**src/rtl/ifu.sv**
```systemverilog
// Instruction fetch unit: owns the PC, issues one word read at a time and hands each
// fetched instruction to the decoder. Optional misaligned-PC trap: IFU_MISALIGN_TRAP_EN.
module ifu #(
    parameter logic [63:0] RESET_PC = 64'h0000_0000_8000_0000
) (
    input  logic        clk,
    input  logic        rst,
    input  logic        redirect_valid,
    input  logic [63:0] redirect_pc,
    output logic        imem_req_valid,
    input  logic        imem_req_ready,
    output logic [63:0] imem_req_addr,
    input  logic        imem_resp_valid,
    input  logic [31:0] imem_resp_data,
    output logic        inst_valid,
    input  logic        inst_ready,
    output logic [31:0] inst,
    output logic [63:0] inst_pc,
    output logic        inst_fault
);

    typedef enum logic [1:0] {
        REQ  = 2'd0,
        WAIT = 2'd1,
        HOLD = 2'd2
    } state_t;

    state_t      state_reg, state_next;
    logic [63:0] pc_reg, pc_next;
    logic        drop_reg, drop_next;
    logic [31:0] inst_reg, inst_next;
    logic [63:0] inst_pc_reg, inst_pc_next;
    logic        req_valid;

`ifdef IFU_MISALIGN_TRAP_EN
    logic        fault_reg, fault_next;
    logic        misaligned;

    assign misaligned = (pc_reg[1:0] != 2'b00);
`endif

    always_ff @(posedge clk or posedge rst) begin
        if (rst) begin
            state_reg   <= REQ;
            pc_reg      <= RESET_PC;
            drop_reg    <= 1'b0;
            inst_reg    <= 32'h0;
            inst_pc_reg <= 64'h0;
`ifdef IFU_MISALIGN_TRAP_EN
            fault_reg   <= 1'b0;
`endif
        end else begin
            state_reg   <= state_next;
            pc_reg      <= pc_next;
            drop_reg    <= drop_next;
            inst_reg    <= inst_next;
            inst_pc_reg <= inst_pc_next;
`ifdef IFU_MISALIGN_TRAP_EN
            fault_reg   <= fault_next;
`endif
        end
    end

    always_comb begin
        state_next   = state_reg;
        pc_next      = pc_reg;
        drop_next    = drop_reg;
        inst_next    = inst_reg;
        inst_pc_next = inst_pc_reg;
        req_valid    = 1'b0;
`ifdef IFU_MISALIGN_TRAP_EN
        fault_next   = fault_reg;
`endif
        unique case (state_reg)
            REQ: begin
`ifdef IFU_MISALIGN_TRAP_EN
                // A misaligned PC never reaches memory; it becomes a faulting bubble instead.
                if (misaligned) begin
                    if (redirect_valid) begin
                        pc_next = redirect_pc;
                    end else begin
                        state_next   = HOLD;
                        inst_next    = 32'h0;
                        inst_pc_next = pc_reg;
                        fault_next   = 1'b1;
                    end
                end else
`endif
                begin
                    req_valid = 1'b1;
                    if (redirect_valid) begin
                        pc_next = redirect_pc;
                        // The request accepted this cycle is for the old PC; its reply must be dropped.
                        if (imem_req_ready) begin
                            drop_next  = 1'b1;
                            state_next = WAIT;
                        end
                    end else if (imem_req_ready) begin
                        state_next = WAIT;
                    end
                end
            end

            WAIT: begin
                if (redirect_valid) begin
                    pc_next = redirect_pc;
                end
                if (imem_resp_valid) begin
                    drop_next = 1'b0;
                    if (!drop_reg && !redirect_valid) begin
                        state_next   = HOLD;
                        inst_next    = imem_resp_data;
                        inst_pc_next = pc_reg;
`ifdef IFU_MISALIGN_TRAP_EN
                        fault_next   = 1'b0;
`endif
                    end else begin
                        state_next = REQ;
                    end
                end else if (redirect_valid) begin
                    drop_next = 1'b1;
                end
            end

            HOLD: begin
                if (redirect_valid) begin
                    pc_next    = redirect_pc;
                    state_next = REQ;
                end else if (inst_ready) begin
                    pc_next    = pc_reg + 64'd4;
                    state_next = REQ;
                end
            end

            default: begin
                state_next = REQ;
            end
        endcase
    end

    // The reset term keeps the request low while the state register is held in REQ.
    assign imem_req_valid = req_valid && !rst;
    assign imem_req_addr  = pc_reg;
    assign inst_valid     = (state_reg == HOLD);
    assign inst           = inst_reg;
    assign inst_pc        = inst_pc_reg;
`ifdef IFU_MISALIGN_TRAP_EN
    assign inst_fault     = fault_reg;
`else
    assign inst_fault     = 1'b0;
`endif

endmodule

```
**config.mk**
```make
export PLATFORM = sky130hd
export DESIGN_NAME = ifu
export DESIGN_NICKNAME = d
export VERILOG_FILES = /design/src/rtl/ifu.sv
export SDC_FILE = /design/constraint.sdc
export NUM_CORES = 1
export LEC_CHECK = 0
export ABC_AREA = 1
export BUFFER_PORTS_ARGS = -buffer_cell sky130_fd_sc_hd__buf_4
export CORE_UTILIZATION = 54
export DETAILED_ROUTE_END_ITERATION = 10
export GPL_ROUTABILITY_DRIVEN = 0
export HOLD_SLACK_MARGIN = 0.15
export PLACE_DENSITY = 0.84
export SLEW_MARGIN = 20
export SYNTH_ARGS = -nofsm -noshare
export SYNTH_HDL_FRONTEND = slang
export SYNTH_SLANG_ARGS = --single-unit
```
**constraint.sdc**
```tcl
create_clock -name clk -period 12.7 [get_ports clk]
set_clock_uncertainty 0.2 [all_clocks]
set_input_delay 0.635 -clock clk [delete_from_list [all_inputs] [get_ports clk]]
set_output_delay 0.635 -clock clk [all_outputs]
set_load 0.03 [all_outputs]
```
# Word-level counts from Yosys, hierarchy flattened
# Cells that the tools add are included.
# totals
word_cells	43
output_inout_bits	163
register_bits	163
input_bits	102
# classes
eq_ne	8
n_addsub	1
n_reduce_logical	13
mux	16
# op_table
operator	count
$mux W64	3
$pmux W64 S2	1
$add A64 B3 Y64 const B	1
$mux W2	5
$reduce_and A3 Y1	3
$ne A2 B2 Y1 const B	3
$pmux W2 S3	1
$mux W1	5
$reduce_and A4 Y1	1
$reduce_bool A2 Y1	2
$logic_not A1 Y1	3
$ne A3 B2 Y1 const B	1
$ne A3 B3 Y1 const B	1
$eq A2 B1 Y1 const B	1
$eq A2 B2 Y1 const B	1
$logic_and A1 B1 Y1	2
$logic_not A2 Y1	1
$ne A2 B1 Y1 const B	1
$pmux W1 S2	1
$reduce_or A2 Y1	1

# Longest topological paths before layout
# depth
word_depth	5
mapped_depth	11
mapped_depth_nobuf	11

# Worst setup path before layout
# No wires, ideal clock.
# synth_path
path_kind	reg2reg
startpoint	register pc_reg[3], in the netlist imem_req_addr[3]
endpoint	register pc_reg[34], in the netlist imem_req_addr[34]
slack_ns	10.688
synth_period_minus_slack_ns	2.012
setup_ns	0.121
arrival_time_ns	1.691
required_ns	12.379
stages_incl_launch_ff	10
n_path_buf	0
cell_sequence	dfrtp_1 -> ha_1 -> nand2_2 -> nor2_4 -> nand2_4 -> nor2_4 -> nand2_1 -> xor2_1 -> o21bai_1 -> nand2_1
# synth_via
elab_chain_cells	4
# synth_rtl
item	line_no	source
start: declaration	29	logic [63:0] pc_reg, pc_next;
start signal: assignment	54	pc_reg <= pc_next;
$add A64 B3 Y64	130	pc_next = pc_reg + 64'd4;
$mux W64	129	end else if (inst_ready) begin
$mux W64	126	if (redirect_valid) begin
$pmux W64 S2	74	unique case (state_reg)
# Every way passes these cells. The select of a mux whose other input is x is not followed.
# A chain may end at the register's enable or synchronous reset.

# Final worst setup path
# layout_path
startpoint	register state_reg[1]
endpoint	register pc_reg[37], in the netlist imem_req_addr[37]
# layout_via
elab_chain_cells	4
word_cells_on_any_way	9
cone_classes	4 x eq/ne; 1 x mux; 4 x reduce/logical
# layout_rtl
item	line_no	source
start: declaration	28	state_t state_reg, state_next;
start signal: assignment	53	state_reg <= state_next;
$eq A2 B1 Y1 or $logic_not A2 Y1 (tied branches)	74	
$reduce_or A2 Y1 (no line)	--	
$ne A2 B1 Y1 (no line) or $reduce_bool A2 Y1 (tied branches)	--	
$reduce_and A3 Y1 (no line)	--	
# Several ways; a longest one is shown, not always the timed one.

==> metrics.cfg <==
[run_status]
status=complete, no violations

[final_layout]
final_common_cell=nand2_1
diodes=0
instances_no_fill=1713
area_growth_pct=29.1
nFillCells=1340
layout.nets=1583
drive_gt1_frac=0.263
final_cell_mix=nand2_1, buf_4, dfrtp_1, inv_1, o21ai_0

[worst_setup_path]
worstSetupStartpointType=flip-flop
crit_fanout=66
cp_data_arrival_time_ns=3.02
required_ns=12.83
worst_setup_path_end_kind=flip-flop
worstSetupPathType=flip-flop to flip-flop

[clock_tree]
cts_setup_buffers=0
clkLatencyLatePin_ns=0.44
path_clk_slew_ns=0.07
cts_resized=0
cts_buffer_depth=2
cts_tree=done
cts_root_buf=clkbuf_16
htreeDepth=4
cts_buffers=17
clock-sinks=163
ctsHoldBuffers=0

[logic_synthesis]
synth_cell_types=38
synth_nets=1341
yosysSeqAreaShare=0.445
ys_warn_count=0
synth_area_per_cell_um2=7.40
ys_seq_elements=163
netlist_instances=1238
synth_area_um2=9160

[pwr]
p_int_mw=1.40
power_frac_clock=0.211
seq_power_share=0.345
p_leak_nw=6.09
total_power_mw=2.51
power_density_nw_per_um2=213
vdd_drop_max_mv=0.116
p_sw_frac=0.442
switching_power_mw=1.11
power_frac_comb=0.444

[timing]
period_share=0.227
worst_slack_ns=9.82
grt_setup_unrepaired=no
slew_headroom=0.349
finalHoldViolCount=0
setup-tns-final_ns=0
slew_viol_final=0
setup_viol=0
max_freq_mhz=347
fin_crit_ns=2.88
worst_slew_pin_slew_ns=0.976

[global_route]
grt_pass1_wl_um=46400
grt_util_all_layers=0.341
gr-total-overflow=0
grt_max_degree=97
grt_pass1_vias=9134
antenna_found_initial=0

[placed_design]
place_ws_ns=9.59
dp_hpwl_um=21800
port_buffers=263
placed_cells=1681

[floorplan]
dieArea_um2=17500
top_level_ports=265
die_w_um=132
rows=47
fp.coreArea_um2=16600
start_util=0.552
die_y_um=132

[route]
vias_per_cell=5.61
ant_nets=0
vias=9609
wl_per_cell_um=17.2
drtIter0Drc=1095
drc=0
dr.pass1.iters=6
drt-total-wl_um=29500

[flow_run]
cap_violations=0

[hold_path]
hp-class=input port to async pin

-- worst max-delay path, stage by stage (launching register included) --
cell	delay, ns
dfrtp_1	0.43
inv_2	0.08
nor2_4	0.10
nand2_1	0.06
buf_4	0.24
inv_2	0.55
buf_4	0.61
nand2_1	0.11
o21ai_1	0.16
nand2_1	0.07
nand2_1	0.08
inv_1	0.04
-- cells by family (layout without fill, tap and decap cells) --
logic type | count (synthesis) | after routing | share of synthesized area
AOI/OAI and AO/OA | 183 | 183 | 0.105
and+or+nand+nor | 649 | 649 | 0.310
xor gates and xnor gates | 9 | 9 | 0.00861
adders and majority gates | 1 | 1 | 0.00137
other | 1 | 1 | 0.000409
buffers and inverters | 199 | 454 | 0.0887
DFF | 163 | 163 | 0.445
muxes | 33 | 33 | 0.0406
-- stage by stage --
stage	area [um2]	hold WS, ns	utilization
after floorplan	9160	0.309	-
after global routing	11800	0.222	0.713
after global placement	11200	0.267	0.677
after detailed placement	11200	0.275	0.677
final	11800	0.159	0.713
after CTS	11800	0.210	0.713
-- Yosys cell counts, drive strengths merged --
cell type	count	area (um2)
nor3b	1	7.51
conb	1	3.75
clkbuf	12	45.0
o21bai	5	37.5
a22oi	3	22.5
o22ai	10	62.6
nand4	16	100
inv	154	578
a31o	1	8.76
dfrtp	162	4050
or2	16	100
xor2	9	78.8
nor2	136	661
mux2	33	372
buf	33	189
o21ai	136	681
and3	1	6.26
a32oi	1	8.76
nand3	83	425
o211ai	1	7.51
ha	1	12.5
dfstp	1	26.3
nand2	389	1500
nor3	7	35.0
a21oi	26	134
-- worst paths after layout --
kind,startpoint,to,slack (ns),depth (start not counted)
setup reg to reg,state_reg[1]$_DFFE_PP0P_,imem_req_addr[37]$_DFFE_PP0P_,9.82,11
hold / removal,rst,state_reg[0]$_DFFE_PP0P_,0.16,2
hold reg to reg,inst_pc[31]$_DFFE_PP0P_,inst_pc[31]$_DFFE_PP0P_,0.29,2
setup / recovery,state_reg[1]$_DFFE_PP0P_,imem_req_addr[37]$_DFFE_PP0P_,9.82,11
min in group clk,redirect_pc[0],imem_req_addr[0]$_DFFE_PP0P_,0.21,3
max in group asynchronous,rst,inst_pc[41]$_DFFE_PP0P_,10.74,3
-- metal layers --
layer	part of all wire	vias to the layer above	GRT usage	wire length [um]
met4	0.050	0	0.176	1460
li1	-	4406	-	-
met1	0.38	4506	0.422	11100
met2	0.47	590	0.562	14000
met5	0	-	0	0
met3	0.10	107	0.0765	2980
-- power groups by stage --
stage / Combinational, mW / Clock, mW / Sequential [mW]
final: 1.12 / 0.530 / 0.867
after global routing: 1.19 / 0.553 / 0.887
after floorplan: 0.328 / 0 / 1.20
after global placement: 1.09 / 0 / 0.862
after detailed placement: 1.11 / 0 / 0.870
after CTS: 1.12 / 0.531 / 0.862
-- area by class of cell --
class / count / area, um2 / share of cell area
timing repair buffer: 268 / 2010 / 0.170
clock buffer: 18 / 429 / 0.0363
multi-input combinational: 876 / 4270 / 0.361
inverter: 154 / 583 / 0.0493
tap: 220 / 275 / 0.0233
clock inverter: 14 / 170 / 0.0144
sequential: 163 / 4080 / 0.345
(Power assumes the default switching activity.)
